## config.mk

```make
export PLATFORM = sky130hd
export DESIGN_NAME = group_issuer
export DESIGN_NICKNAME = d
export VERILOG_FILES = /design/src/rtl/cvxif_instr_pkg.sv /design/src/rtl/fifo_v3.sv /design/src/rtl/group_issuer.sv
export SDC_FILE = /design/constraint.sdc
export NUM_CORES = 1
export LEC_CHECK = 0
export CAP_MARGIN = 40
export CORE_MARGIN = 2
export CORE_UTILIZATION = 30
export CTS_BUF_LIST = sky130_fd_sc_hd__clkbuf_8
export DETAILED_ROUTE_END_ITERATION = 10
export GPL_TIMING_DRIVEN = 0
export PLACE_DENSITY_LB_ADDON = 0.08
export SYNTH_ARGS = -nofsm -noshare
export SYNTH_HDL_FRONTEND = slang
export SYNTH_HIERARCHICAL = 1
export SYNTH_SLANG_ARGS = --single-unit
```

## constraint.sdc

```tcl
create_clock -name clk_i -period 9.9 [get_ports clk_i]
set_input_delay 1.98 -clock clk_i [delete_from_list [all_inputs] [get_ports clk_i]]
set_output_delay 1.98 -clock clk_i [all_outputs]
set_load 0.01 [all_outputs]
```

## src/rtl/cvxif_instr_pkg.sv

```systemverilog
// Shared CV-X-IF widths plus the group-issuer types: issue kinds, FSM states, result record.
// cvxif_pkg is the minimal local copy of the interface-level package; the instruction package builds on it.
package cvxif_pkg;
    localparam int unsigned X_ID_WIDTH = 4;
endpackage

package cvxif_instr_pkg;
    localparam int unsigned RESULT_WIDTH = 32;

    typedef enum logic [1:0] {
        KIND_FILL  = 2'd0,
        KIND_EXEC  = 2'd1,
        KIND_PICK  = 2'd2,
        KIND_FENCE = 2'd3
    } issue_kind_e;

    typedef enum logic {
        ST_IDLE       = 1'b0,
        ST_FENCE_WAIT = 1'b1
    } issuer_state_e;

    typedef struct packed {
        logic [RESULT_WIDTH-1:0]          data;
        logic [cvxif_pkg::X_ID_WIDTH-1:0] id;
        logic                             err;
    } x_result_t;
endpackage

```

## src/rtl/fifo_v3.sv

```systemverilog
// Synchronous FIFO with the common_cells fifo_v3 interface; the head entry is always visible on data_o.
// Storage is not reset, only pointers and the fill count.
module fifo_v3 #(
    parameter bit          FALL_THROUGH = 1'b0,
    parameter int unsigned DATA_WIDTH   = 32,
    parameter int unsigned DEPTH        = 8,
    parameter type         dtype        = logic [DATA_WIDTH-1:0],
    parameter int unsigned ADDR_DEPTH   = (DEPTH > 1) ? $clog2(DEPTH) : 1
) (
    input  logic                  clk_i,
    input  logic                  rst_ni,
    input  logic                  flush_i,
    input  logic                  testmode_i,
    output logic                  full_o,
    output logic                  empty_o,
    output logic [ADDR_DEPTH-1:0] usage_o,
    input  dtype                  data_i,
    input  logic                  push_i,
    output dtype                  data_o,
    input  logic                  pop_i
);
    localparam logic [ADDR_DEPTH:0]   FULL_CNT = (ADDR_DEPTH + 1)'(DEPTH);
    localparam logic [ADDR_DEPTH-1:0] LAST_PTR = ADDR_DEPTH'(DEPTH - 1);

    logic [ADDR_DEPTH-1:0] rd_q, rd_d, wr_q, wr_d;
    logic [ADDR_DEPTH:0]   cnt_q, cnt_d;
    dtype                  mem_q [DEPTH];
    logic                  do_push, do_pop;
    logic                  unused_testmode;

    assign unused_testmode = testmode_i;

    assign full_o  = (cnt_q == FULL_CNT);
    assign empty_o = (cnt_q == '0) && !(FALL_THROUGH && push_i);
    assign usage_o = cnt_q[ADDR_DEPTH-1:0];
    assign data_o  = (FALL_THROUGH && cnt_q == '0) ? data_i : mem_q[rd_q];

    assign do_push = push_i && !full_o;
    assign do_pop  = pop_i && !empty_o;

    always_comb begin
        rd_d  = rd_q;
        wr_d  = wr_q;
        cnt_d = cnt_q;
        if (do_push) wr_d = (wr_q == LAST_PTR) ? '0 : wr_q + 1'b1;
        if (do_pop)  rd_d = (rd_q == LAST_PTR) ? '0 : rd_q + 1'b1;
        if (do_push && !do_pop)      cnt_d = cnt_q + 1'b1;
        else if (do_pop && !do_push) cnt_d = cnt_q - 1'b1;
        if (flush_i) begin
            rd_d  = '0;
            wr_d  = '0;
            cnt_d = '0;
        end
    end

    always_ff @(posedge clk_i or negedge rst_ni) begin
        if (!rst_ni) begin
            rd_q  <= '0;
            wr_q  <= '0;
            cnt_q <= '0;
        end else begin
            rd_q  <= rd_d;
            wr_q  <= wr_d;
            cnt_q <= cnt_d;
        end
    end

    always_ff @(posedge clk_i) begin
        if (do_push) mem_q[wr_q] <= data_i;
    end
endmodule

```

## src/rtl/group_issuer.sv

```systemverilog
// Bridges core issue/result handshakes onto a functional-unit group, buffering results in a FIFO.
// Credits (in-flight EXECs + buffered results) guarantee every accepted result-producing request has a slot.
//
// state         | meaning
// ST_IDLE       | requests accepted subject to credits and group busy
// ST_FENCE_WAIT | stall all issue until nothing is in flight and the FIFO is empty
module group_issuer
    import cvxif_instr_pkg::*;
#(
    parameter int unsigned X_ID_WIDTH       = cvxif_pkg::X_ID_WIDTH,
    parameter int unsigned inputWidth       = 32,
    parameter int unsigned outputWidth      = 32,
    parameter int unsigned opocdeWidth      = 8,
    parameter int unsigned inputIndexWidth  = 3,
    parameter int unsigned outputIndexWidth = 3,
    parameter int unsigned ResultDepth      = 4
) (
    input  logic                                clk_i,
    input  logic                                rst_ni,
    input  logic                                issue_valid_i,
    output logic                                issue_ready_o,
    input  logic [1:0]                          issue_kind_i,
    input  logic [opocdeWidth-1:0]              issue_opcode_i,
    input  logic [X_ID_WIDTH-1:0]               issue_id_i,
    input  logic [((inputIndexWidth > outputIndexWidth) ? inputIndexWidth : outputIndexWidth)-1:0] issue_idx_i,
    input  logic [1:0][inputWidth-1:0]          issue_rs_i,
    output logic                                exec_o,
    output logic                                in_data_vld_o,
    output logic                                out_data_vld_o,
    output logic [opocdeWidth-1:0]              opcode_o,
    output logic [X_ID_WIDTH-1:0]               instr_id_o,
    output logic [inputIndexWidth-1:0]          in_idx_o,
    output logic [outputIndexWidth-1:0]         out_idx_o,
    output logic [1:0][inputWidth-1:0]          in_data_o,
    input  logic                                invalid_instr_i,
    input  logic                                busy_i,
    input  logic                                done_i,
    input  logic [outputWidth-1:0]              out_data_i,
    input  logic [X_ID_WIDTH-1:0]               instr_id_i,
    output logic                                result_valid_o,
    input  logic                                result_ready_i,
    output logic [outputWidth-1:0]              result_data_o,
    output logic [X_ID_WIDTH-1:0]               result_id_o,
    output logic                                result_err_o
);
    localparam int unsigned OutsW     = $clog2(ResultDepth + 1);
    localparam int unsigned CredW     = OutsW + 1;
    localparam int unsigned FifoAddrW = $clog2(ResultDepth);

    issuer_state_e        state_q, state_d;
    logic [OutsW-1:0]     outs_q, outs_d;
    issue_kind_e          kind;
    logic [CredW-1:0]     fifo_cnt, credits;
    logic                 has_room, accept, done_ok, err_push, fifo_push, fifo_pop;
    logic                 fifo_full, fifo_empty;
    logic [FifoAddrW-1:0] fifo_usage;
    x_result_t            push_res, head_res;

    assign kind       = issue_kind_e'(issue_kind_i);
    assign opcode_o   = issue_opcode_i;
    assign instr_id_o = issue_id_i;
    assign in_idx_o   = issue_idx_i[inputIndexWidth-1:0];
    assign out_idx_o  = issue_idx_i[outputIndexWidth-1:0];
    assign in_data_o  = issue_rs_i;

    // A full FIFO reports usage 0, so the count is rebuilt from the full flag.
    assign fifo_cnt = fifo_full ? CredW'(ResultDepth) : CredW'(fifo_usage);
    assign credits  = CredW'(outs_q) + fifo_cnt;
    assign has_room = credits < CredW'(ResultDepth);

    always_comb begin
        state_d       = state_q;
        issue_ready_o = 1'b0;
        if (state_q == ST_IDLE) begin
            if (invalid_instr_i && kind != KIND_FENCE) begin
                issue_ready_o = has_room;
            end else begin
                case (kind)
                    KIND_FILL:  issue_ready_o = 1'b1;
                    KIND_EXEC:  issue_ready_o = !busy_i && has_room;
                    KIND_PICK:  issue_ready_o = has_room;
                    KIND_FENCE: issue_ready_o = 1'b1;
                    default:    issue_ready_o = 1'b0;
                endcase
            end
            if (issue_valid_i && issue_ready_o && kind == KIND_FENCE) state_d = ST_FENCE_WAIT;
        end else if (outs_q == '0 && fifo_empty) begin
            state_d = ST_IDLE;
        end
    end

    assign accept         = issue_valid_i && issue_ready_o && !invalid_instr_i;
    assign exec_o         = accept && kind == KIND_EXEC;
    assign in_data_vld_o  = accept && kind == KIND_FILL;
    assign out_data_vld_o = accept && kind == KIND_PICK;
    assign err_push       = issue_valid_i && issue_ready_o && invalid_instr_i && kind != KIND_FENCE;
    assign done_ok        = done_i && outs_q != '0;

    always_comb begin
        outs_d = outs_q;
        if (exec_o && !done_ok)      outs_d = outs_q + 1'b1;
        else if (done_ok && !exec_o) outs_d = outs_q - 1'b1;
    end

    always_comb begin
        push_res = '{data: out_data_i, id: issue_id_i, err: 1'b0};
        if (done_ok)       push_res = '{data: out_data_i, id: instr_id_i, err: 1'b0};
        else if (err_push) push_res = '{data: '0, id: issue_id_i, err: 1'b1};
    end

    assign fifo_push = done_ok || err_push || out_data_vld_o;
    assign fifo_pop  = result_valid_o && result_ready_i;

    always_ff @(posedge clk_i or negedge rst_ni) begin
        if (!rst_ni) begin
            state_q <= ST_IDLE;
            outs_q  <= '0;
        end else begin
            state_q <= state_d;
            outs_q  <= outs_d;
        end
    end

    fifo_v3 #(
        .FALL_THROUGH (1'b0),
        .DATA_WIDTH   ($bits(x_result_t)),
        .DEPTH        (ResultDepth),
        .dtype        (x_result_t)
    ) i_result_fifo (
        .clk_i      (clk_i),
        .rst_ni     (rst_ni),
        .flush_i    (1'b0),
        .testmode_i (1'b0),
        .full_o     (fifo_full),
        .empty_o    (fifo_empty),
        .usage_o    (fifo_usage),
        .data_i     (push_res),
        .push_i     (fifo_push),
        .data_o     (head_res),
        .pop_i      (fifo_pop)
    );

    assign result_valid_o = !fifo_empty;
    assign result_data_o  = head_res.data;
    assign result_id_o    = head_res.id;
    assign result_err_o   = head_res.err;

    a_stray_done: assert property (@(posedge clk_i) disable iff (!rst_ni) !(done_i && outs_q == '0))
        else $error("done_i with no outstanding EXEC");
    a_push_full: assert property (@(posedge clk_i) disable iff (!rst_ni) !(fifo_push && fifo_full))
        else $error("result push into full FIFO");
    a_push_clash: assert property (@(posedge clk_i) disable iff (!rst_ni)
        !(done_ok && (err_push || out_data_vld_o)))
        else $error("done_i collides with an issue-side result");
endmodule
```

==> flow_metrics.env <==
export IMPL_synth_ff_type="edfxtp_1"
export IMPL_arrival_ns=4.51
export IMPL_async_flop_share_pct=6.92
export IMPL_hold_path_class="reg -> reg"
export IMPL_drc=0
export IMPL_synth_avg_cell_area_sq_um=17.2
export IMPL_maxCapViolations=0
export IMPL_crit_path_top_delay_cell="clkdlybuf4s50_1"
export IMPL_grt_antenna_before_repair=0
export IMPL_drt_initial_drc_count=227
export IMPL_drtAntennaViolNets=0
export IMPL_core_sq_um=24100
export IMPL_setup_viol=0
export IMPL_cts_buffers_inserted=17
export IMPL_p_sw_share_pct=30.8
export IMPL_synth_nets=563
export IMPL_sequentialPowerShare_pct=43.7
export IMPL_ys_ff_latch=159
export IMPL_p_leak_nw=3.51
export IMPL_htree_levels=4
export IMPL_grt_max_degree=28
export IMPL_syn_inst=424
export IMPL_rsz0062_at_grt="false"
export IMPL_clock_sinks=159
export IMPL_design_area_sq_um=9870
export IMPL_cp_slowest_stage_delay_ns=0.65
export IMPL_finClkSkew_ns=0.0141
export IMPL_cts_hold_buffers_added=0
export IMPL_grt_pass1_wl_mm=25.3
export IMPL_cp_end_kind="primary output"
export IMPL_post_route_period_util_pct=65.5
export IMPL_p_per_area_nw_per_um2=217
export IMPL_fmax_mhz=154
export IMPL_cts_root_buf="clkbuf_8"
export IMPL_p_sw_uw=660
export IMPL_post_cts_resized=0
export IMPL_synth_top_area_share_pct=60.9
export IMPL_min_from="state_q"
export IMPL_reg2reg_to="i_result_fifo/cnt_q[2]"
export IMPL_slew_headroom_pct=54.4
export IMPL_layout_drive_gt1_share_pct=30.9
export IMPL_io_pins=248
export IMPL_grt_use_total_pct=13.2
export IMPL_grt_pass1_vias=4517
export IMPL_worstSkewPairLatency_ns=0.44
export IMPL_crit_family="buffers and inverters"
export IMPL_r2r_start="i_result_fifo/cnt_q[0]"
export IMPL_start_util_pct=30.3
export IMPL_n_antenna_cell=0
export IMPL_dpl_instance_area_sq_um=9510
export IMPL_dieHeight_um=160
export IMPL_portBuffers=172
export IMPL_p_int_mw=1.48
export IMPL_rr_worst_depth=14
export IMPL_synth_edf_count=148
export IMPL_path_cells="clkdlybuf4s50_1, inv_1, ha_1, and2_1, o21ai_0, a32oi_1, nor4b_1, clkdlybuf4s50_1"
export IMPL_num_vias=4183
export IMPL_min_period_ns=6.49
export IMPL_p_comb_share_pct=35.9
export IMPL_worst_pin_slew_ns=0.684
export IMPL_finalWeightedCongestion=0.767
export IMPL_startpoint="issue_kind_i[1]"
export IMPL_required_ns=7.92
export IMPL_die_area_sq_um=25600
export IMPL_ys_seq_area_share_pct=64.7
export IMPL_wl_mm=16.7
export IMPL_num_rows=57
export IMPL_critPathKind="in -> out"
export IMPL_start_kind="input port"
export IMPL_crit_top_cell="clkdlybuf4s50_1"
export IMPL_cts_tree="done"
export IMPL_fillers=2295
export IMPL_first_pass_iters=7
export IMPL_ys_types=46
export IMPL_critPathBufInv=3
export IMPL_final_hold_viol_count=0
export IMPL_finalMaxSlewViolations=0
export IMPL_vias_per_cell=4.38
export IMPL_synth_area_leaders="edfxtp_1, mux4_2, buf_4"
export IMPL_yosys_area_top_type="edfxtp_1"
export IMPL_synth_warnings=6
export IMPL_clock_tree_buffer_depth=2
export IMPL_fin_nets=758
export IMPL_setup_tns_final_ns=0
export IMPL_pwr_share_clk_pct=20.3
export IMPL_dpl_hpwl_mm=11.6
export IMPL_post_cts_buffers=0
export IMPL_die_width_um=160
export IMPL_path_max_fanout=6
export IMPL_reg2reg_setup_slack_ns=6.08
export IMPL_grt_overflow=0
export IMPL_syn_area_sq_um=7300
export IMPL_cts_clk_slew_worst_paths_ns=0.09
export IMPL_syn2layout_area_growth_pct=35.2
export IMPL_ir_drop_v=0.0000860
export IMPL_avgRoutedWirePerCell_um=17.5
export IMPL_outcome="finished, final reports clean"
export IMPL_crit_end="exec_o"
export IMPL_critical_path_depth=8
==> layout make-up <==
class                      instances  area (sq um)  area share, %
buffer                            99           743           7.53
clock buffer                      17           234           2.37
clock inverter                    15           125           1.27
inverter                          11          41.3          0.419
multi-input combinational        155          1800           18.2
sequential                       159          4720           47.8
tap                              324           405           4.11
timing repair buffer             176          1800           18.3
==> flip-flops by register name, summed over array words and instances (netlist names) <==
| register | cells |
|---|---|
| i_result_fifo/cnt_q | 3 |
| state_q | 1 |
| i_result_fifo/rd_q | 2 |
| i_result_fifo/wr_q | 2 |
| outs_q | 3 |
| i_result_fifo/mem_q | 148 |
==> per-stage QoR <==
stage / instances / worst slack (ns) / util, % / hold slack, ns / power, mW
detailed placement: 924 / 3.37 / 39.4 / 0.530 / 1.74
global route: 956 / 3.17 / 40.9 / 0.589 / 2.27
global placement: 920 / 3.34 / 39.1 / 0.522 / 1.71
finish: 956 / 3.41 / 40.9 / 0.557 / 2.14
CTS: 956 / 3.34 / 40.9 / 0.553 / 2.19
floorplan: 424 / 4.62 / - / 0.480 / 1.38
==> power groups by stage <==
stage	clock network (mW)	logic (mW)	registers, mW
floorplan	0	0.441	0.939
CTS	0.453	0.794	0.939
finish	0.436	0.770	0.937
detailed placement	0	0.791	0.954
global placement	0	0.764	0.951
global route	0.481	0.838	0.950
==> layout by cell type, fill, tap and decap left out, types with 4 or more instances in the layout <==
cell type          n
nor2b_1           22
edfxtp_1         148
o21ai_0            4
clkdlybuf4s50_1  172
nor2_1            12
ha_1              13
inv_6              7
mux2_2             7
buf_4             86
inv_1             11
buf_6              4
buf_12             4
and3_2             4
buf_2              6
clkbuf_8          17
mux4_2            37
nor2b_2            9
dfrtp_1           11
==> synth_stat cells, types with 2 or more instances <==
cell type,number
edfxtp_1,148
buf_4,86
mux4_2,37
nor2b_1,22
ha_1,13
nor2_1,12
dfrtp_1,11
inv_1,10
nor2b_2,9
mux2_2,7
buf_2,6
and3_2,4
buf_6,4
o21ai_0,4
a21oi_1,3
and2b_1,3
mux2i_1,3
nand2_1,3
nor3_1,3
nor4b_1,3
o31ai_1,3
clkbuf_1,2
fa_1,2
nand2b_1,2
nand3b_1,2
xor2_1,2
==> worst min-delay path by stage <==
stage | to | slack (ns) | cells past startpoint
floorplan | state_q | 0.48 | 2
global placement | state_q | 0.52 | 2
detailed placement | state_q | 0.53 | 2
CTS | state_q | 0.55 | 2
global route | state_q | 0.59 | 2
finish | state_q | 0.56 | 2
==> per-layer routing <==
metal	routed length (um)	GRT usage, %	vias up
met5	0	0	-
met2	9060	23.8	184
li1	-	-	1912
met1	6520	15.3	2077
met4	140	3.32	0
met3	1020	3.87	10
==> worst min-delay path, delay by kind of cell, from the launching register on <==
family	cells	cell delay, ns
AO/OA/AOI/OAI	2	0.14
flip-flops	1	0.38
==> kinds of logic (layout without fill, tap and decap cells) <==
family,count (synthesis),in the layout,share of synthesized area (%)
AO/OA/AOI/OAI,18,18,2.02
XOR/XNOR,3,3,0.360
adder cells (fa/ha/maj),15,15,2.78
buffers and inverters,110,318,10.7
flip-flops,159,159,64.7
multiplexers,47,47,12.9
other,1,1,0.0514
AND/OR/NAND/NOR,71,71,6.48
Note: power is estimated with default switching activity, not from simulation.
